File: config.mk
export PLATFORM = sky130hd
export DESIGN_NAME = mac_unit_flat
export DESIGN_NICKNAME = d
export VERILOG_FILES = /design/src/rtl/mac_if.sv /design/src/rtl/mac_unit.sv /design/src/flat_wrapper.sv
export SDC_FILE = /design/constraint.sdc
export NUM_CORES = 1
export LEC_CHECK = 0
export ABC_AREA = 0
export ABC_CLOCK_PERIOD_IN_PS = 1000
export CORE_ASPECT_RATIO = 0.7
export CORE_MARGIN = 2
export CORE_UTILIZATION = 65
export DETAILED_ROUTE_END_ITERATION = 8
export PLACE_DENSITY_LB_ADDON = 0.12
export SETUP_SLACK_MARGIN = 0.15
export SKIP_CTS_REPAIR_TIMING = 1
export SYNTH_ARGS = -nofsm -noshare
export SYNTH_HDL_FRONTEND = slang
export SYNTH_SLANG_ARGS = --single-unit
File: constraint.sdc
create_clock -name clk -period 1 [get_ports clk]
set_input_delay 0.15 -clock clk [delete_from_list [all_inputs] [get_ports clk]]
set_output_delay 0.15 -clock clk [all_outputs]
set_load 0.05 [all_outputs]
File: src/rtl/mac_if.sv
// mac_if: operand and result bundle for one mac_unit tap
interface mac_if #(parameter int DATA_WIDTH = 16);
    logic en;
    logic signed [DATA_WIDTH-1:0] data_i;
    logic signed [DATA_WIDTH-1:0] weight_i;
    logic signed [DATA_WIDTH-1:0] bias_i;
    logic signed [DATA_WIDTH-1:0] result;
    modport master(output en, data_i, weight_i, bias_i, input result);
    modport slave(input en, data_i, weight_i, bias_i, output result);
endinterface

File: src/rtl/mac_unit.sv
// mac_unit: registered saturating fixed-point multiply-accumulate tap
module mac_unit #(
    parameter int DATA_WIDTH = 16,
    parameter int Q = 5
) (
    input logic clk,
    input logic rst,
    mac_if.slave m
);
    localparam int PW = 2 * DATA_WIDTH;
    logic signed [PW-1:0] p;
    logic signed [PW-1:0] ps;
    logic signed [PW:0] s;
    logic ovf;
    logic signed [DATA_WIDTH-1:0] sat;
    assign p = PW'(m.data_i) * PW'(m.weight_i);
    assign ps = p >>> Q;
    assign s = (PW + 1)'(ps) + (PW + 1)'(m.bias_i);
    // in range only when every bit above the result sign bit matches it
    assign ovf = !(&s[PW:DATA_WIDTH-1] || ~|s[PW:DATA_WIDTH-1]);
    assign sat = !ovf ? s[DATA_WIDTH-1:0]
               : s[PW] ? {1'b1, {(DATA_WIDTH-1){1'b0}}}
               : {1'b0, {(DATA_WIDTH-1){1'b1}}};
    always_ff @(posedge clk or posedge rst)
        if (rst) m.result <= '0;
        else if (m.en) m.result <= sat;
endmodule

File: src/flat_wrapper.sv
// flat-port wrapper written by rule: the top's interface ports become plain ports
module mac_unit_flat 
#(
    parameter int DATA_WIDTH = 16,
    parameter int Q = 5
)
  (clk, rst, m_en, m_data_i, m_weight_i, m_bias_i, m_result);
  mac_if #(.DATA_WIDTH(DATA_WIDTH)) m_i ();
  input logic clk;
  input logic rst;
  input wire logic [$bits(m_i.en)-1:0] m_en;
  input wire logic [$bits(m_i.data_i)-1:0] m_data_i;
  input wire logic [$bits(m_i.weight_i)-1:0] m_weight_i;
  input wire logic [$bits(m_i.bias_i)-1:0] m_bias_i;
  output wire logic [$bits(m_i.result)-1:0] m_result;
  assign m_i.en = m_en;
  assign m_i.data_i = m_data_i;
  assign m_i.weight_i = m_weight_i;
  assign m_i.bias_i = m_bias_i;
  assign m_result = m_i.result;
  mac_unit #(.DATA_WIDTH(DATA_WIDTH), .Q(Q)) u_core (.clk(clk), .rst(rst), .m(m_i));
endmodule
After elaboration in Yosys (flattened, before gate mapping) --
Index checks and enable logic that the tools add are counted.
Word-level totals: input bits 51, output and inout bits 16, logic and storage cells 9, register bits after elaboration 16
Cells by class: reduce and logical (&&, ||, !) cells 4, muxes and demuxes 2, multiply operators 1, add/subtract/negate cells 1
Operators with widths (count):
- 16-bit by 16-bit multiplier with 32-bit output | 1
- 16-bit 2-to-1 mux | 2
- 27-bit by 16-bit adder with 28-bit output | 1
- 18-bit AND reduction | 1
- 18-bit OR reduction | 1
- 1-bit logical NOT | 1
- 1-bit logical OR | 1

Logic depth before layout (Yosys ltp) --
Gate-level depths: netlist of the first run.
depth in word-level cells 6, mapped depth 37, gate-level depth less buffers 34

Least setup slack after synthesis of the first run --
OpenSTA, ideal clock, no wires.
kind input-to-reg, start input port m_weight_i[1], end register u_core.m.result[7], path buffers 3, data arrival time 7.689 ns, slack -6.813 ns, stages on the path 35, cell sequence clkbuf_1 -> nand2_1 -> fa_1 -> fa_1 -> fa_1 -> inv_1 -> fa_1 -> fa_1 -> inv_1 -> fa_1 -> inv_1 -> ha_1 -> a21oi_1 -> a21boi_0 -> o31ai_1 -> o211ai_1 -> o21a_1 -> a21oi_1 -> nor2b_1 -> o21a_1 -> o21ai_0 -> a21oi_1 -> ha_1 -> clkbuf_1 -> nand2_1 -> o21ai_0 -> inv_1 -> o2111ai_2 -> a31oi_1 -> xor2_1 -> nor4b_2 -> nand4_1 -> o32ai_4 -> buf_6 -> o22ai_2
On the way: word-level cells in the longest chain between the ends 6, elaborated cells between the ends (all ways) 8
RTL lines:
- start, declared | RTL line flat_wrapper.sv:13 | input wire logic [$bits(m_i.weight_i)-1:0] m_weight_i;
- 16-bit by 16-bit multiplier with 32-bit output * | RTL line mac_unit.sv:16 | assign p = PW'(m.data_i) * PW'(m.weight_i);
- 27-bit by 16-bit adder with 28-bit output * | RTL line mac_unit.sv:18 | assign s = (PW + 1)'(ps) + (PW + 1)'(m.bias_i);
- 18-bit OR reduction | RTL line mac_unit.sv:20 | assign ovf = !(&s[PW:DATA_WIDTH-1] || ~|s[PW:DATA_WIDTH-1]);
- 1-bit logical NOT | RTL line mac_unit.sv:20
- 1-bit logical OR | RTL line mac_unit.sv:20
- 16-bit 2-to-1 mux * | RTL line mac_unit.sv:21 | assign sat = !ovf ? s[DATA_WIDTH-1:0]
- end signal, assigned | RTL line mac_unit.sv:26 | else if (m.en) m.result <= sat;
- end, declared | RTL line mac_if.sv:9 | modport slave(input en, data_i, weight_i, bias_i, output result);
Every way passes the cells marked *; elsewhere a longest branch is shown, timed or not. A chain may end at the register's enable or synchronous reset.

Final worst setup path of the first run --
start input port m_weight_i[6], end register u_core.m.result[4]
Same word-level chain as after synthesis.

==> results of run 1 <==
==> cells in the final DEF, fill, tap and decap left out, types with 8 or more instances in the layout <==
master           instances
xnor2_1                 29
ha_4                    13
nand2b_1                 9
and2_4                  18
a21o_1                  10
xor2_1                  10
ha_1                    88
a21oi_1                 26
dfrtp_1                 16
nand2_1                146
a21oi_2                  9
inv_2                   24
o21ai_0                 16
dlymetal6s2s_1          14
inv_1                  274
and2_1                 106
fa_1                   246
clkbuf_2                 8
nor2_1                  59
buf_12                  29
nand3_1                  9
buf_4                  253
o21a_1                  16
nand4_1                  9
fa_2                    16
nor3_1                  15
buf_6                   23
clkdlybuf4s50_1         19
==> stage by stage <==
| stage | hold WS (ps) | worst slack (ps) | instance area (sq um) |
|---|---|---|---|
| detailed placement | 473.7 | -7602 | 14810 |
| finish | 210.4 | -7192 | 15890 |
| CTS | 217.6 | -7400 | 14900 |
| global placement | 471.1 | -7423 | 14810 |
| global route | 250.2 | -7435 | 15890 |
| floorplan | 63.74 | -6386 | 12070 |
==> kinds of logic (layout without fill, tap and decap cells) <==
kind of cell	count (synthesis)	count (layout)
compound gates	151	152
xor+xnor	40	40
fa+ha+maj	368	368
buf+inv	343	659
flops	16	16
mux	4	4
simple gates	413	413
==> routing by layer <==
metal | up-vias | track usage (%)
met5 | - | 0
met4 | 4 | 4.232
li1 | 4735 | -
met1 | 5453 | 53.01
met3 | 260 | 8.771
met2 | 909 | 54.20
==> path summary, 6_finish.rpt <==
path | from | endpoint | slack, ps | depth (start not counted)
worst max-delay path | m_weight_i[6] | u_core.m.result[4] | -7190 | 35
worst min-delay path | rst | u_core.m.result[1] | 210 | 3
worst max register to register | u_core.m.result[1] | u_core.m.result[1] | 130 | 2
worst min register to register | u_core.m.result[15] | u_core.m.result[15] | 610 | 2
max in group asynchronous | rst | u_core.m.result[13] | 600 | 3
min in group clk | u_core.m.result[15] | u_core.m.result[15] | 610 | 2
==> area by class of cell <==
type / instances / area [sq um]
multi-input cells: 977 / 10690
repair buffers: 357 / 3294
well taps: 236 / 295.3
flip-flops and latches: 16 / 400.4
clock buffers: 4 / 88.84
fillers: 789 / 2018
inverters: 298 / 1119
==> worst max-delay path: cells and delay by family <==
kind	cells	cell delay [ps]
AOI/OAI and AO/OA	11	2420
adders and majority gates	8	3400
and+or+nand+nor	7	1190
xor gates and xnor gates	1	80
buffers and inverters	7	730
muxes	1	370
==> impl_metrics.tcl, run 1 <==
set metrics [dict create \
    fin_ws_ps -7192 \
    dieArea_sq_um 19240 \
    boundaryPins 67 \
    synth_edf_count 0 \
    io_buffers 66 \
    met1_length_um 15240 \
    synth-async-reset-ratio_pct 100.0 \
    ant_nets 0 \
    route.vias.total 11360 \
    synthMuxAreaShare_pct 0.3503 \
    utilization_pct 88.73 \
    worstSkewPairLatency_ps 250 \
    cap_violations 0 \
    grt_max_degree 31 \
    slowest_stage "fa_2" \
    antennaDiodeCount 0 \
    route.met3.wl_um 5057 \
    antenna_found_initial 1 \
    synth.largest_area_cell "fa_1" \
    hold_viol 0 \
    fin_crit_sh_pct 819.2 \
    cts_root_buf "clkbuf_16" \
    synth.most_common_cell "inv_1" \
    area_growth_syn_to_layout_pct 34.78 \
    ys_seq_area_share_pct 3.397 \
    synth_top_family_by_area "adder cells" \
    drt_wl_total_um 41440 \
    drtPass1Iterations 8 \
    worstPathArrival_ps 8350 \
    netlist_area_sq_um 11790 \
    grt_pass1_wl_um 52740 \
    synthDistinctLibCells 63 \
    initial_core_util_pct 65.83 \
    top_layer "met5" \
    maxSlewHeadroom_pct 71.47 \
    final_nets 2072 \
    cp-end-kind "register" \
    worst-path-max-fanout 8 \
    setup-violations-final 19 \
    synth_top_area_share_pct 44.50 \
    violations "negative setup slack" \
    hpwl_um 28080 \
    rsz0062_at_grt "true" \
    cts_buffers 3 \
    worst_clock_skew_ps 0 \
    crit_required_ps 1160 \
    syn_avg_cell_area_sq_um 8.829 \
    max_stage_delay_ps 580 \
    final_cells 1888 \
    period_needed_ps 8192 \
    netlist_top_cells_area "fa_1 45%, ha_1 11%, inv_1 9.5%" \
    drtIter0Drc 1268 \
    synth_xor_area_share_pct 2.972 \
    worst_setup_path_start_kind "primary input" \
    slew_viol_final 0 \
    syn-num-nets 1754 \
    path_class "primary input to register" \
    clk_pin_slew_worst_paths_ps 50 \
    status "finished, violations left" \
    num_rows 41 \
    wl_met2_um 18680 \
    gr-total-overflow 0 \
    fmax_mhz 122.1 \
    synthCells 1335 \
    grt_use_total_pct 35.34 \
    synth-adder-area-share_pct 55.75 \
    synth-main-ff-cell "dfrtp_1" \
    fin_tns_setup_ps -113570 \
    cts.sinks 16 \
    gp_congestion 0.9166 \
    hold_class "primary input to asynchronous set/reset pin" \
    tightest_slew_ps 427.2 \
    largest_register "u_core.m.result" \
    grt_pass1_vias 10650 \
    largest_register_ffs 16 \
    synthTopCellsByCount "298 x inv_1, 262 x fa_1, 153 x nand2_1, 124 x and2_1, 106 x ha_1" \
    tritoncts "built" \
    drive_gt1_share_pct 28.75 \
    drc_errors 0 \
    reg_top3 "u_core.m.result: 16 flops" \
    clock_path_buffers 2 \
    place_inst 1827 \
    core_region_area_sq_um 17900 \
    die_h_um 116.7 \
    die_x_um 164.9 \
    synth-compound-area-share_pct 9.151 \
    viasPerCell 6.017 \
    synth_seq_cells 16 \
    synth-warning-count 0 \
    wire_per_inst_um 21.95 \
    synth-simple-area-share_pct 17.30 \
    htree_levels 1 \
]
Power of run 1 is not shown: default switching activity piles up to over one toggle a cycle in this logic, so the estimate is an artifact.
==> run 2: changes to the inputs <==
--- a/config.mk
+++ b/config.mk
@@ -9,7 +9,7 @@
 export ABC_CLOCK_PERIOD_IN_PS = 1000
 export CORE_ASPECT_RATIO = 0.7
 export CORE_MARGIN = 2
-export CORE_UTILIZATION = 65
+export CORE_UTILIZATION = 37
 export DETAILED_ROUTE_END_ITERATION = 8
 export PLACE_DENSITY_LB_ADDON = 0.12
 export SETUP_SLACK_MARGIN = 0.15
==> impl_metrics.tcl, run 2 (synthesis results as in run 1) <==
set metrics [dict create \
    fin_area_sq_um 15830 \
    hold_viol 0 \
    seq_area_sq_um 400.4 \
    cp-end-kind "register" \
    grt_busiest_layer "met1" \
    grt_pass1_wl_um 53560 \
    tritoncts "built" \
    grt_use_total_pct 19.81 \
    grt_max_degree 31 \
    io_buffers 66 \
    cts_buffers 3 \
    tightest_slew_ps 438.7 \
    grt_use_met2_pct 26.59 \
    num_rows 54 \
    die_x_um 217.3 \
    initial_core_util_pct 37.68 \
    hold_class "primary input to asynchronous set/reset pin" \
    clock_path_buffers 2 \
    area_growth_syn_to_layout_pct 34.30 \
    largest_register_ffs 16 \
    final_nets 2056 \
    worst-path-max-fanout 7 \
    core_region_area_sq_um 31280 \
    rsz0062_at_grt "true" \
    grt_pass1_vias 10040 \
    grt_util_met3_pct 1.532 \
    worst_setup_path_start_kind "primary input" \
    hpwl_um 27790 \
    period_needed_ps 7902 \
    drtPass1Iterations 4 \
    route.vias.total 9500 \
    crit_required_ps 1130 \
    drc_errors 0 \
    clk_pin_slew_worst_paths_ps 50 \
    antennaDiodeCount 0 \
    largest_register "u_core.m.result" \
    antenna_found_initial 0 \
    gr-total-overflow 0 \
    drtIter0Drc 517 \
    dieArea_sq_um 33320 \
    multi_input_area_sq_um 10520 \
    crit_buf_inv 8 \
    final_common_cell "inv_1" \
    mostFrequentLayoutCells "279 x inv_1, 251 x fa_1, 240 x buf_4, 149 x nand2_1, 106 x and2_1" \
    worstPathArrival_ps 8030 \
    path_class "primary input to register" \
    drt_wl_total_um 30940 \
    gp_congestion 0.8368 \
    dpl_cell_area_sq_um 15150 \
    utilization_pct 50.60 \
    slowest_stage "fa_1" \
    grtUsageMet1_pct 34.89 \
    maxSlewHeadroom_pct 70.75 \
    violations "negative setup slack" \
    boundaryPins 67 \
    die_h_um 153.3 \
    path_common_cell "fa_1" \
    htree_levels 1 \
    cts.sinks 16 \
    worst_clock_skew_ps 0 \
    reg_top3 "u_core.m.result: 16 flops" \
    cts_root_buf "clkbuf_16" \
    cap_violations 0 \
    drive_gt1_share_pct 25.86 \
    status "finished, violations left" \
    critPathTopFamily "adder cells" \
    worstSkewPairLatency_ps 250 \
    fin_crit_sh_pct 790.2 \
    fmax_mhz 126.6 \
    fin_ws_ps -6902 \
    ant_nets 0 \
    max_stage_delay_ps 560 \
    setup-violations-final 16 \
    slew_viol_final 0 \
    viasPerCell 4.621 \
    nFillCells 3005 \
    wire_per_inst_um 15.05 \
]
[run 2: changes by cell type in the layout (fill, tap and decap cells not counted), sizes merged]
| cell | previous run | this run |
|---|---|---|
| dlymetal6s2s | 14 | 22 |
| buf | 310 | 293 |
| clkbuf | 18 | 12 |
| a31oi | 4 | 3 |
[run 2: worst paths after layout]
path | start | endpoint | slack, ps | depth (start not counted)
min in group clk | u_core.m.result[15] | u_core.m.result[15] | 590 | 2
worst min register to register | u_core.m.result[15] | u_core.m.result[15] | 590 | 2
worst max register to register | u_core.m.result[1] | u_core.m.result[1] | 150 | 3
worst min-delay path | rst | u_core.m.result[4] | 200 | 3
max in group asynchronous | rst | u_core.m.result[11] | 610 | 3
worst max-delay path | m_weight_i[4] | u_core.m.result[3] | -6900 | 36
[run 2: area by class of cell]
type / instances / share of cell area (%)
clock buffer: 4 / 0.5612
sequential: 16 / 2.529
tap: 420 / 3.320
multi-input combinational: 976 / 66.47
inverter: 298 / 7.082
timing repair buffer: 342 / 20.04
[run 2: metrics by stage]
stage | setup TNS (ps) | setup WS, ps | hold slack (ps) | instances
after floorplan | -100850 | -6386 | 63.74 | 1335
after global placement | -119090 | -7475 | 475.9 | 2023
after detailed placement | -119540 | -7509 | 476.9 | 2023
after CTS | -116900 | -7345 | 214.3 | 2027
after global routing | -116000 | -7302 | 249.7 | 2056
final | -109680 | -6902 | 204.8 | 2056
[run 2: worst register-to-register path, cell delays in order, from the launching register on]
cell and delay, ps:
dfrtp_1 420, buf_4 150, nor2_1 80, o22ai_1 80
[run 2: metal layers]
| metal | vias to the layer above | wire length, um | share of wire, % |
|---|---|---|---|
| met5 | - | 0 | 0 |
| li1 | 4682 | - | - |
| met3 | 17 | 1128 | 3.6 |
| met1 | 4649 | 17760 | 57 |
| met2 | 152 | 11840 | 38 |
| met4 | 0 | 209 | 0.68 |
Power of run 2 is left out for the same reason.
==> run 3: changes to the inputs <==
--- a/config.mk
+++ b/config.mk
@@ -9,7 +9,7 @@
 export ABC_CLOCK_PERIOD_IN_PS = 1000
 export CORE_ASPECT_RATIO = 0.7
 export CORE_MARGIN = 2
-export CORE_UTILIZATION = 37
+export CORE_UTILIZATION = 57
 export DETAILED_ROUTE_END_ITERATION = 8
 export PLACE_DENSITY_LB_ADDON = 0.12
 export SETUP_SLACK_MARGIN = 0.15
==> impl_metrics.tcl, run 3 (synthesis results as in run 1) <==
set metrics [dict create \
    place_inst 1869 \
    cp-end-kind "register" \
    cap_violations 0 \
    viasPerCell 5.328 \
    fin_crit_sh_pct 790.1 \
    antennaDiodeCount 0 \
    status "finished, violations left" \
    antenna_found_initial 0 \
    drtPass1Iterations 5 \
    die_h_um 124.3 \
    hold_viol 0 \
    worstPathArrival_ps 8020 \
    path_common_cell "fa_1" \
    ant_nets 0 \
    grt_use_total_pct 29.52 \
    fin_ws_ps -6901 \
    worst-path-max-fanout 7 \
    maxSlewHeadroom_pct 74.72 \
    setup-violations-final 16 \
    clock_path_buffers 2 \
    crit_required_ps 1120 \
    grt_max_degree 31 \
    htree_levels 1 \
    grt_pass1_vias 10310 \
    grt_pass1_wl_um 52190 \
    period_needed_ps 7901 \
    slew_viol_final 0 \
    dieArea_sq_um 21860 \
    fin_tns_setup_ps -109390 \
    cts_buffers 3 \
    gr-total-overflow 0 \
    core_region_area_sq_um 20010 \
    area_growth_syn_to_layout_pct 33.16 \
    wire_per_inst_um 17.37 \
    drive_gt1_share_pct 26.20 \
    num_rows 43 \
    hold_class "primary input to asynchronous set/reset pin" \
    largest_register_ffs 16 \
    violations "negative setup slack" \
    die_x_um 175.9 \
    boundaryPins 67 \
    rsz0062_at_grt "true" \
    largest_register "u_core.m.result" \
    slowest_stage "fa_1" \
    seq_area_sq_um 400.4 \
    multi_input_area_sq_um 10500 \
    reg_top3 "u_core.m.result: 16 flops" \
    cts_root_buf "clkbuf_16" \
    io_buffers 66 \
    tightest_slew_ps 368.7 \
    path_class "primary input to register" \
    worst_setup_path_start_kind "primary input" \
    hold_ws_ps 207.3 \
    max_stage_delay_ps 580 \
    final_nets 2061 \
    mostFrequentLayoutCells "281 x inv_1, 250 x fa_1, 244 x buf_4, 148 x nand2_1, 111 x and2_1" \
    final_common_cell "inv_1" \
    final_cells 1911 \
    nFillCells 1372 \
    drc_errors 0 \
    tritoncts "built" \
    route.vias.total 10180 \
    worst_clock_skew_ps 0 \
    clk_pin_slew_worst_paths_ps 50 \
    fmax_mhz 126.6 \
    worstSkewPairLatency_ps 240 \
    cts.sinks 16 \
    gp_congestion 0.8767 \
    initial_core_util_pct 58.89 \
    hpwl_um 26820 \
    drt_wl_total_um 33190 \
    drtIter0Drc 758 \
]
-- run 3: worst paths after layout --
kind                       slack, ps  depth (start not counted)           startpoint                  end
max                            -6900                         37        m_weight_i[1]  u_core.m.result[11]
min                              210                          3                  rst   u_core.m.result[9]
max reg2reg                      130                          2   u_core.m.result[8]   u_core.m.result[8]
min reg2reg                      590                          2  u_core.m.result[15]  u_core.m.result[15]
max in group asynchronous        610                          3                  rst   u_core.m.result[2]
min in group clk                 590                          2  u_core.m.result[15]  u_core.m.result[15]
-- run 3: stage by stage --
step | util, % | instance area [sq um] | setup WS (ps)
floorplan | - | 12070 | -6386
global placement | 74.65 | 14940 | -7306
detailed placement | 74.65 | 14940 | -7432
CTS | 75.09 | 15030 | -7223
global route | 78.42 | 15700 | -7257
finish | 78.42 | 15700 | -6901
-- run 3: layout make-up --
class	count	share of cell area, %
Inverter	298	7.127
Tap cell	270	2.152
Timing Repair Buffer	347	20.70
Sequential cell	16	2.551
Multi-Input combinational cell	976	66.90
Clock buffer	4	0.5660
-- run 3: critical path, delay by kind of cell --
family,cells,cell delay [ps]
AO/OA/AOI/OAI,14,2440
XOR/XNOR,1,230
adder cells (fa/ha/maj),8,3390
buffers and inverters,9,970
AND/OR/NAND/NOR,5,810
-- run 3: per-layer routing --
metal | share of wire [%] | track usage [%]
met3 | 9.8 | 5.647
met1 | 46 | 48.17
met5 | 0 | 0
met2 | 43 | 42.43
met4 | 1.5 | 2.139
Power of run 3 is left out for the same reason.
